===== src/rtl/frodo_host_seq.sv =====
// Host-side run sequencer for the Frodo core: accepts one command, pulses start,
// times the run until completion/abort/timeout and returns a status response.
module frodo_host_seq #(
    parameter int unsigned CNT_WIDTH = 32,
    parameter int unsigned TIMEOUT   = 100000
) (
    input  logic                 clk,
    input  logic                 rstn,
    input  logic                 cmd_valid,
    output logic                 cmd_ready,
    input  logic [1:0]           cmd_level,
    input  logic [1:0]           cmd_mode,
    input  logic                 abort,
    output logic                 core_start,
    output logic [1:0]           core_level,
    output logic [1:0]           core_mode,
    input  logic                 core_valid,
    output logic                 rsp_valid,
    input  logic                 rsp_ready,
    output logic [1:0]           rsp_status,
    output logic [CNT_WIDTH-1:0] rsp_cycles,
    output logic                 busy
);

    localparam logic [1:0] S_IDLE   = 2'd0;
    localparam logic [1:0] S_LAUNCH = 2'd1;
    localparam logic [1:0] S_RUN    = 2'd2;
    localparam logic [1:0] S_RESP   = 2'd3;

    localparam logic [1:0] ST_OK      = 2'b00;
    localparam logic [1:0] ST_TIMEOUT = 2'b01;
    localparam logic [1:0] ST_ILLEGAL = 2'b10;
    localparam logic [1:0] ST_ABORT   = 2'b11;

    localparam logic [CNT_WIDTH-1:0] TIMEOUT_CNT = CNT_WIDTH'(TIMEOUT);

    logic [1:0]           state;
    logic [CNT_WIDTH-1:0] count;
    logic [CNT_WIDTH-1:0] count_inc;
    logic                 valid_q;
    logic                 complete;

    // The counter value "seen" in a RUN cycle is the incremented one, so the
    // first RUN cycle reports 1 even though LAUNCH clears the register to 0.
    assign count_inc = count + CNT_WIDTH'(1);
    assign complete  = core_valid & ~valid_q;

    assign cmd_ready  = (state == S_IDLE);
    assign core_start = (state == S_LAUNCH);
    assign busy       = (state == S_LAUNCH) || (state == S_RUN);
    assign rsp_valid  = (state == S_RESP);

    always_ff @(posedge clk or negedge rstn) begin
        if (!rstn) begin
            state      <= S_IDLE;
            count      <= '0;
            valid_q    <= 1'b0;
            core_level <= '0;
            core_mode  <= '0;
            rsp_status <= '0;
            rsp_cycles <= '0;
        end else begin
            valid_q <= core_valid;
            case (state)
                S_IDLE: begin
                    if (cmd_valid) begin
                        core_level <= cmd_level;
                        core_mode  <= cmd_mode;
                        if ((cmd_level == 2'd3) || (cmd_mode == 2'd3)) begin
                            rsp_status <= ST_ILLEGAL;
                            rsp_cycles <= '0;
                            state      <= S_RESP;
                        end else begin
                            state <= S_LAUNCH;
                        end
                    end
                end
                S_LAUNCH: begin
                    count <= '0;
                    state <= S_RUN;
                end
                S_RUN: begin
                    count <= count_inc;
                    if (complete) begin
                        rsp_status <= ST_OK;
                        rsp_cycles <= count_inc;
                        state      <= S_RESP;
                    end else if (abort) begin
                        rsp_status <= ST_ABORT;
                        rsp_cycles <= count_inc;
                        state      <= S_RESP;
                    end else if (count_inc == TIMEOUT_CNT) begin
                        rsp_status <= ST_TIMEOUT;
                        rsp_cycles <= TIMEOUT_CNT;
                        state      <= S_RESP;
                    end
                end
                S_RESP: begin
                    if (rsp_ready) begin
                        state <= S_IDLE;
                    end
                end
                default: state <= S_IDLE;
            endcase
        end
    end

endmodule


===== config.mk =====
export PLATFORM = sky130hd
export DESIGN_NAME = frodo_host_seq
export DESIGN_NICKNAME = d
export VERILOG_FILES = /design/src/rtl/frodo_host_seq.sv
export SDC_FILE = /design/constraint.sdc
export NUM_CORES = 1
export LEC_CHECK = 0
export CAP_MARGIN = 20
export CORE_ASPECT_RATIO = 1.5
export CORE_MARGIN = 5
export CORE_UTILIZATION = 35
export CTS_BUF_LIST = sky130_fd_sc_hd__clkbuf_4
export CTS_CLUSTER_DIAMETER = 80
export DETAILED_ROUTE_END_ITERATION = 8
export GPL_TIMING_DRIVEN = 0
export HOLD_SLACK_MARGIN = 0.08
export PLACE_DENSITY = 0.53
export SLEW_MARGIN = 5
export SYNTH_ARGS = -nofsm -noshare
export SYNTH_HDL_FRONTEND = slang
export SYNTH_SLANG_ARGS = --single-unit

===== constraint.sdc =====
create_clock -name clk -period 4.03 [get_ports clk]
set_input_delay 1.209 -clock clk [delete_from_list [all_inputs] [get_ports clk]]
set_output_delay 1.209 -clock clk [all_outputs]
set_load 0.02 [all_outputs]

==> results of run 1 <==
## logic make-up (layout without fill, tap and decap cells)
kind of cell / Yosys count / after routing / synth area share [%]
compound gates: 135 / 135 / 21.36
xor+xnor: 26 / 26 / 5.274
fa+ha+maj: 6 / 6 / 1.739
buf+inv: 66 / 134 / 6.259
flops: 73 / 73 / 42.31
mux: 5 / 5 / 1.275
other cells: 0 / 1 / 0
simple gates: 169 / 169 / 21.79
## registers in the layout, indices dropped and copies added, names as in the netlist
| name | cells |
|---|---|
| valid_q | 1 |
| core_mode | 2 |
| count | 32 |
| core_level | 2 |
| rsp_cycles | 32 |
| state | 2 |
| rsp_status | 2 |
## metal layers
layer  wire length, um  share of wire (%)  up-vias  GRT usage, %
li1                  -                  -     1908             -
met1              5491                 40     1892         23.35
met2              7344                 54      113         34.47
met3               521                3.8       23         3.198
met4               323                2.4        0         7.417
met5                 0                  0        -             0
## stage by stage
stage	setup TNS (ns)	std cells	hold slack, ns	setup slack (ns)
6_report	0	702	0.5054	0.3170
5_1_grt	0	702	0.5264	0.07697
4_1_cts	0	700	0.5148	0.1094
3_5_place_dp	0	685	0.4787	0.1370
3_3_place_gp	-71.71	684	0.4759	-0.9870
2_1_floorplan	0	480	0.5434	0.9001
## Yosys cell counts (2+ instances only)
master,n,area share (%)
sky130_fd_sc_hd__nand2_1,45,3.9
sky130_fd_sc_hd__o311ai_0,2,0.41
sky130_fd_sc_hd__a31oi_1,3,0.43
sky130_fd_sc_hd__or3_1,3,0.43
sky130_fd_sc_hd__nor3_1,15,1.7
sky130_fd_sc_hd__ha_1,6,1.7
sky130_fd_sc_hd__nor3b_1,11,1.9
sky130_fd_sc_hd__clkbuf_2,2,0.23
sky130_fd_sc_hd__and3_1,8,1.2
sky130_fd_sc_hd__buf_2,10,1.2
sky130_fd_sc_hd__or4_1,5,0.87
sky130_fd_sc_hd__a211oi_1,4,0.70
sky130_fd_sc_hd__o2bb2ai_1,7,1.4
sky130_fd_sc_hd__inv_1,37,3.2
sky130_fd_sc_hd__a22oi_1,3,0.52
sky130_fd_sc_hd__o2111ai_1,3,0.61
sky130_fd_sc_hd__nor2b_1,2,0.29
sky130_fd_sc_hd__o211ai_1,3,0.52
sky130_fd_sc_hd__a22o_1,20,4.1
sky130_fd_sc_hd__o22ai_1,20,2.9
sky130_fd_sc_hd__nand3b_1,2,0.35
sky130_fd_sc_hd__o21ai_0,24,2.8
sky130_fd_sc_hd__mux2_2,4,1.0
sky130_fd_sc_hd__nor2_1,19,1.7
sky130_fd_sc_hd__clkbuf_1,15,1.3
sky130_fd_sc_hd__o21ai_1,4,0.46
sky130_fd_sc_hd__nand3_1,21,2.4
sky130_fd_sc_hd__nand4_1,11,1.6
sky130_fd_sc_hd__dfrtp_1,73,42
sky130_fd_sc_hd__a21oi_1,22,2.6
sky130_fd_sc_hd__and2_1,3,0.43
sky130_fd_sc_hd__o31ai_1,4,0.70
sky130_fd_sc_hd__o21a_1,2,0.35
sky130_fd_sc_hd__xnor2_1,25,5.1
sky130_fd_sc_hd__nor4_1,11,1.6
sky130_fd_sc_hd__a41oi_1,3,0.61
## timing repair
action | in CTS | in global routing
resized for setup | 0 | 2
buffers inserted | 0 | 0
setup endpoints to repair | 0 | 20
## how the worst max path moves through the flow
stage | startpoint | endpoint | depth (start not counted) | slack [ns]
3_3_place_gp | rstn | rsp_cycles[16]$_DFFE_PN0P_ | 1 | -0.99
3_5_place_dp | count[0]$_DFFE_PN0P_ | rsp_cycles[14]$_DFFE_PN0P_ | 12 | 0.14
5_1_grt | count[1]$_DFFE_PN0P_ | rsp_cycles[14]$_DFFE_PN0P_ | 12 | 0.08
4_1_cts | count[1]$_DFFE_PN0P_ | rsp_cycles[14]$_DFFE_PN0P_ | 12 | 0.11
6_report | count[1]$_DFFE_PN0P_ | rsp_cycles[14]$_DFFE_PN0P_ | 12 | 0.32
2_1_floorplan | count[0]$_DFFE_PN0P_ | rsp_cycles[11]$_DFFE_PN0P_ | 12 | 0.90
## cell type report
type	count	area (um^2)	share of cell area, %
Clock buffer	9	67.56	1.296
Multi-Input combinational cell	341	2232	42.80
Sequential cell	73	1827	35.03
Inverter	38	142.6	2.735
Antenna cell	1	2.502	0.04798
Buffer	28	127.6	2.447
Clock inverter	6	83.83	1.607
Tap cell	153	191.4	3.671
Timing Repair Buffer	53	540.5	10.36
## power groups by stage
| stage | sequential (mW) | clock, mW | combinational (mW) |
|---|---|---|---|
| floorplan | 0.941 | 0 | 0.611 |
| global placement | 0.873 | 0 | 1.20 |
| detailed placement | 0.876 | 0 | 1.20 |
| CTS | 0.862 | 0.547 | 1.21 |
| global route | 0.873 | 0.581 | 1.30 |
| finish | 0.860 | 0.531 | 1.19 |
==> impl.org, run 1 <==
** Outcome
- The flow ran to the end, and the final reports show no timing, DRC or antenna violations.

** Die
- Core Footprint :: 0.01208 mm^2
- Horizontal die dimension :: just over 100 um
- In this run the vertical extent of the chip is 146.0 um.
- The die covers 0.01470 mm^2.
- Initial Util :: 35.75%
- For this design the top-level I/O count stands at between 50 and 60.
- Row Count :: 49

** Synthesis
- Post-synth EDFFs :: 0
- Post-synthesis async set-or-reset flop share :: between 90% and 100%
- Mean post-synth cell area :: 8.996 um^2
- Synthesis produced 480 cells.
- The most used flip-flop cell after synthesis is sky130_fd_sc_hd__dfrtp_1.
- Summing every instance area after synthesis gives 0.004318 mm^2.
- Counting flops and latches in the post-synthesis netlist gives 73.
- Synthesis produced a netlist with a net count of between 400 and 500.
- Sequential elements use between 40% and 50% of the synthesized area.
- The Yosys step of the flow raised 0 warnings.
- Number of library cell types mapped by synthesis :: 64

** Global routing
- After global routing the overflow that remains totals 0.
- Maximum number of pins on one net before global-route repair :: 44
- Wire length of the first global-routing pass :: 22360 um
- Total routing usage reported by global routing :: 19.55%
- The via count of the first global-routing pass was 4100.
- Antenna violations before repair :: 1

** Detailed routing
- In the final routed layout, each cell accounts on average for 19.49 um.
- Remaining antenna violation count :: 0
- The routed layout has 3936 vias.
- In the routed layout, each cell is associated on average with a via count of 5.607.
- Wires add up to 13680 um.
- After detailed routing, the number of remaining DRC violations is 0.
- The first detailed-routing pass ran for 4 iterations.
- The first routing iteration left 189 violations.

** Finish
- The post-route netlist has 8.394% of its cells at a drive strength greater than 1.
- After filler insertion, the fill cell instance count of the layout stands at 1210.
- Final net count :: 560
- Finished layout cell area :: 0.005215 mm^2
- Final core area utilization :: 43.18%
- Compared with the post-synthesis result, the final layout area differs by 20.78%.
- Most common cell after layout, fill and taps aside :: sky130_fd_sc_hd__dfrtp_1
- Most frequent cells in the layout :: sky130_fd_sc_hd__dfrtp_1, sky130_fd_sc_hd__clkdlybuf4s50_1, sky130_fd_sc_hd__nand2_1

** Power and ir drop
- Cell internal power dissipation :: 1.440 mW
- Net switching power figure :: 1.136 mW
- Per report_power, the sequential group accounts for 33.4% of the total.
- Combinational cells account for 46.0% of the total power.
- In this run switching power makes up 44.10% of total power.
- Lkg Pwr :: 2.025 nW
- Max IR drop VDD :: 0.3581 mV
- Overall power after layout :: approximately 2.6 mW
- Cell area power density :: 494.1 mW/mm^2
- The share of total power dissipated in the clock network is approximately a fifth.

** Critical path
- The critical path is of the reg2reg type.
- The worst setup path is captured at a register.
- Measured in cells, the most critical reg-to-reg path has a length of 12.
- Register-to-register setup slack :: 0.32 ns
- Counting stages on the worst path, the most repeated cell is sky130_fd_sc_hd__buf_2.
- For this run, the slowest stage of the critical path takes 0.55 ns.
- Among all stages on the critical path, the largest delay is contributed by sky130_fd_sc_hd__or4_4.
- Startpoint types :: register
- The worst register-to-register path ends at rsp_cycles[14]$_DFFE_PN0P_.
- Reg-to-Reg Start :: count[1]$_DFFE_PN0P_
- Among cell families on the critical path, the largest total delay comes from simple AND/OR/NAND/NOR gates.
- Along the worst path, the maximum fanout reaches 10.
- Critical path data arrival time :: 4.06 ns
- For the worst setup path, the data required time is 4.37 ns.
- Counting both buffers and inverters, the worst setup path holds a total of 3.
- The critical path goes through ha_1 > buf_2 > nand3_2 > nor4_2 > buf_2 > nand4_1 > xnor2_1 > or4_4 > nor4b_4 > o21ai_2 > buf_2 > a22o_1.

** STA
- Worst slew pin tran :: ~0.80 ns
- Measured against its own limit, the worst slew margin works out to 45.92%.
- Clock tree skew after final layout :: approximately 0.015 ns
- Dividing the final minimum period by the clock period gives 92.13%.
- Static timing analysis puts the maximum clock frequency at 269.3 MHz.
- The clock period could shrink to 3.713 ns.
- Setup violations remaining at the end of the flow were counted as 0.
- Final Max Tran Viols :: 0
- The total count of hold-check failures in the final report came to 0.
- Setup repair after global routing left no endpoint under its margin.

** Run
- Across the run, the number of max-cap violations was 0.

** Clocking
- H-tree depth :: 3
- After clock tree synthesis, the clock-pin slew on the worst setup and hold paths is between 0.1 and 0.15 ns.
- TritonCTS built the clock tree.
- Clock tree synthesis selected as its root buffer the cell sky130_fd_sc_hd__clkbuf_4.
- For this design, the CTS-stage hold fixing added 0 buffers.
- Clock net sink count :: 73
- Counting the buffers created by CTS gives 9.
- Worst-skew pair later-pin latency :: 0.46 ns
- The longest clock path from root to sink contains 2 buffers.

** Worst hold path
- Hold WC Path Type :: reg2reg
- In this run the most critical hold path is launched from rsp_cycles[31]$_DFFE_PN0P_.
- Number of stages on the worst hold path :: 1
- For hold timing, the worst endpoint is rsp_cycles[31]$_DFFE_PN0P_.

** Placement
- The congestion estimate from routability-driven global placement came to 0.8885.
- Hpwl dp :: 10320 um
- Instance area after placement :: roughly 0.005 mm^2
- Port Buffers :: 51
Power figures use the tool's default switching activity.
==> inputs of run 2 (changes only) <==
--- a/config.mk
+++ b/config.mk
@@ -5,16 +5,20 @@
 export SDC_FILE = /design/constraint.sdc
 export NUM_CORES = 1
 export LEC_CHECK = 0
+export ABC_CLOCK_PERIOD_IN_PS = 4030
 export CAP_MARGIN = 20
+export CELL_PAD_IN_SITES_DETAIL_PLACEMENT = 2
+export CELL_PAD_IN_SITES_GLOBAL_PLACEMENT = 2
 export CORE_ASPECT_RATIO = 1.5
 export CORE_MARGIN = 5
 export CORE_UTILIZATION = 35
 export CTS_BUF_LIST = sky130_fd_sc_hd__clkbuf_4
 export CTS_CLUSTER_DIAMETER = 80
+export CTS_CLUSTER_SIZE = 30
 export DETAILED_ROUTE_END_ITERATION = 8
 export GPL_TIMING_DRIVEN = 0
 export HOLD_SLACK_MARGIN = 0.08
-export PLACE_DENSITY = 0.53
+export PLACE_DENSITY = 0.8
 export SLEW_MARGIN = 5
 export SYNTH_ARGS = -nofsm -noshare
 export SYNTH_HDL_FRONTEND = slang
==> run 2 against run 1 <==
Cell area rose by 0.48%. Clock power grew 15%. Setup slack got worse by 0.10 ns. First-iteration DRC count down 17%. Worst hold slack better by 0.0019 ns. Cell count shrank 0.14%. Combinational power grew 4%. Wire length up 17%. Via count rose by 4.9%. Largest cell class unchanged.
==> impl.org, run 2 (synthesis gave the netlist of run 1 again) <==
** Critical path
- Crit path max-delay cell type :: sky130_fd_sc_hd__nor4_4
- Worst reg2reg path depth :: 10
- The critical path goes through clkbuf_2 > nand3_2 > nor4_4 > nand2_1 > o211a_1 > or4_4 > nor4b_4 > o21ai_2 > buf_2 > a22o_1.
- Register-to-register setup slack :: 0.21 ns
- The number of buffers and inverters on the critical path is 2.
- Critical Path End Type :: register
- Critical path data arrival time :: 4.19 ns
- In this design, the stage delay of the slowest critical-path cell is 0.69 ns.
- Kind of critical path :: reg2reg
- Startpoint types :: register
- Data on the critical path is required at its endpoint by 4.40 ns.
- The worst register-to-register path begins at count[0]$_DFFE_PN0P_.
- Critical path fanouts, max :: 10
- Worst flop-to-flop path endpoint :: rsp_cycles[14]$_DFFE_PN0P_
- Category of cells accounting for the largest share of critical-path delay :: simple AND/OR/NAND/NOR gates

** STA
- Number of failing hold endpoints at the final stage :: 0
- Setup violations remaining at the end of the flow were counted as 0.
- Maximum operating frequency :: roughly 260 MHz
- Clock tree skew after final layout :: 0.01589 ns
- At the pin with the least slew margin, the transition time is 0.6893 ns.
- Final min period :: 3.817 ns
- Headroom to the max-slew limit came out at 54.05%.
- Final period utilization :: 94.70%
- Unrepaired setup endpoints after global routing :: false
- Final Max Tran Viols :: 0
- Sum of negative setup slack :: 0 ns

** Worst hold path
- Hold WC Path Type :: reg2reg
- The path with the worst hold slack has its endpoint at rsp_cycles[26]$_DFFE_PN0P_.
- The startpoint identified for the worst hold timing path is rsp_cycles[26]$_DFFE_PN0P_.
- Number of stages on the worst hold path :: 1

** Power and ir drop
- Relative contribution of combinational cells to total power :: 45.7%
- Lkg Pwr :: a little over 2 nW
- Of the total power, the clock network draws between 20% and 30%.
- Cell area power density :: 519.2 mW/mm^2
- Max IR drop VDD :: approximately 0.19 mV
- Sequential cells burn 31.8% of the power.
- Overall power after layout :: 2.720 mW
- Cell internal power dissipation :: 1.515 mW
- Switching power as a share of total power :: 44.32%
- Net switching power figure :: 1.206 mW

** Global routing
- Maximum number of pins on one net before global-route repair :: 55
- Wire length of the first global-routing pass :: 25630 um
- The total overflow left after global routing is 0.
- Global routing used a little under a quarter of the available tracks across all layers.
- Antenna violations before repair :: 0
- Vias in the first global route :: 4530

** Finish
- In the layout the commonest cells are sky130_fd_sc_hd__dfrtp_1, sky130_fd_sc_hd__clkdlybuf4s50_1, sky130_fd_sc_hd__nand2_1.
- Cells with a size suffix above 1 make up between 8 and 9% of the layout.
- 0 antenna diodes ended up in the layout.
- Final net count :: between 500 and 600
- Biggest registers after layout :: count x32, rsp_cycles x32
- Most common cell after layout, fill and taps aside :: sky130_fd_sc_hd__dfrtp_1
- Excluding fillers, the count of instances in the completed layout stands at 701.
- Syn-to-layout area delta :: 21.36%
- After filler insertion, the fill cell instance count of the layout stands at around 1.3k.

** Run
- Across the run, the number of max-cap violations was 0.

** Die
- Die H :: ~150 um
- Top-level port count :: 52
- Core Footprint :: 0.01208 mm^2
- Area enclosed by the die boundary :: 0.01470 mm^2
- Horizontal die dimension :: between 100 and 150 um
- Initial Util :: 35.75%
- Row Count :: ~50

** Clocking
- H-tree depth :: 3
- CTS root buf :: sky130_fd_sc_hd__clkbuf_4
- The number of hold buffers added after CTS was 0.
- After clock tree synthesis, the clock-pin slew on the worst setup and hold paths is 0.13 ns.
- Clock net sink count :: 73
- TritonCTS built the clock tree.
- Buffers inserted during clock tree synthesis total 9.
- Worst-skew pair later-pin latency :: 0.47 ns
- Clock Tree Buf Depth :: 2

** Detailed routing
- Summed over all layers, the routed wires come to between 15000 and 20000 um.
- Number of design-rule violations left by the first detailed-router iteration :: 157
- Using the TritonRoute via totals, the vias-per-cell ratio works out to 5.887.
- Number of detailed-routing iterations run before antenna repair :: 5
- Via total after detailed routing :: 4127
- In the final routed layout, each cell accounts on average for 22.76 um.
- In this run the remaining antenna-violating nets after routing total 0.
- DRC Markers :: 0

** Placement
- The congestion estimate from routability-driven global placement came to 0.9289.
- Hpwl dp :: 11910 um
- Port Buffers :: 51
- After detailed placement, the design holds a cell count of 685.

** Outcome
- The run finished with clean final reports.
## run 2: changes by cell type in the layout (fill, tap and decap cells not counted), sizes merged
cell,before,now
clkbuf,27,28
bufinv,2,3
diode,1,0
clkinvlp,2,0
clkinv,3,2
inv,37,38
## run 2: final cells by class
cell class,count,area [um^2],share of cell area [%]
Multi-Input combinational cell,341,2232,42.60
Sequential cell,73,1827,34.86
Timing Repair Buffer,53,540.5,10.32
Tap cell,153,191.4,3.653
Inverter,38,142.6,2.722
Buffer,28,127.6,2.436
Clock inverter,5,103.9,1.982
Clock buffer,10,75.07,1.433
## run 2: worst max path at each step
stage                          from                    endpoint  slack [ns]  cells past startpoint
2_1_floorplan  count[0]$_DFFE_PN0P_  rsp_cycles[11]$_DFFE_PN0P_        0.90                     12
3_3_place_gp                   rstn    core_mode[0]$_DFFE_PN0P_       -1.01                      1
3_5_place_dp   count[0]$_DFFE_PN0P_  rsp_cycles[14]$_DFFE_PN0P_        0.15                     11
4_1_cts        count[0]$_DFFE_PN0P_  rsp_cycles[14]$_DFFE_PN0P_        0.11                     11
5_1_grt        count[0]$_DFFE_PN0P_  rsp_cycles[14]$_DFFE_PN0P_       0.003                     10
6_report       count[0]$_DFFE_PN0P_  rsp_cycles[14]$_DFFE_PN0P_        0.21                     10
## run 2: through the flow
| stage | util (%) | setup slack, ns | cell area [um^2] | hold WS (ns) |
|---|---|---|---|---|
| floorplan | - | 0.9001 | 4318 | 0.5434 |
| global placement | 41.56 | -1.010 | 5020 | 0.4723 |
| detailed placement | 41.77 | 0.1543 | 5045 | 0.4770 |
| CTS | 43.25 | 0.1132 | 5224 | 0.5138 |
| global route | 43.39 | 0.003347 | 5240 | 0.5346 |
| finish | 43.39 | 0.2134 | 5240 | 0.5073 |
## run 2: worst reg2reg max path: stages (launching register included)
cell                       delay [ns]
sky130_fd_sc_hd__dfrtp_1         0.42
sky130_fd_sc_hd__clkbuf_2        0.21
sky130_fd_sc_hd__nand3_2         0.24
sky130_fd_sc_hd__nor4_4          0.69
sky130_fd_sc_hd__nand2_1         0.20
sky130_fd_sc_hd__o211a_1         0.31
sky130_fd_sc_hd__or4_4           0.56
sky130_fd_sc_hd__nor4b_4         0.37
sky130_fd_sc_hd__o21ai_2         0.22
sky130_fd_sc_hd__buf_2           0.29
sky130_fd_sc_hd__a22o_1          0.21
## run 2: power by group through the flow
| stage | registers [mW] | logic, mW | clock network [mW] |
|---|---|---|---|
| detailed placement | 0.881 | 1.26 | 0 |
| CTS | 0.866 | 1.27 | 0.627 |
| global placement | 0.876 | 1.23 | 0 |
| floorplan | 0.941 | 0.611 | 0 |
| global route | 0.873 | 1.34 | 0.658 |
| finish | 0.864 | 1.24 | 0.612 |
## run 2: routing by layer
layer	vias up	track usage (%)	wire, um
li1	1896	-	-
met1	2128	25.64	6342
met2	70	40.73	8601
met3	33	3.675	454
met4	0	9.575	555
met5	-	0	0
## run 2: what timing repair did
action | 4_1_cts | 5_1_grt
gates resized for setup | 0 | 2
endpoints found under the hold margin | 0 | 0
setup buffers | 0 | 0
setup endpoints to repair | 0 | 20
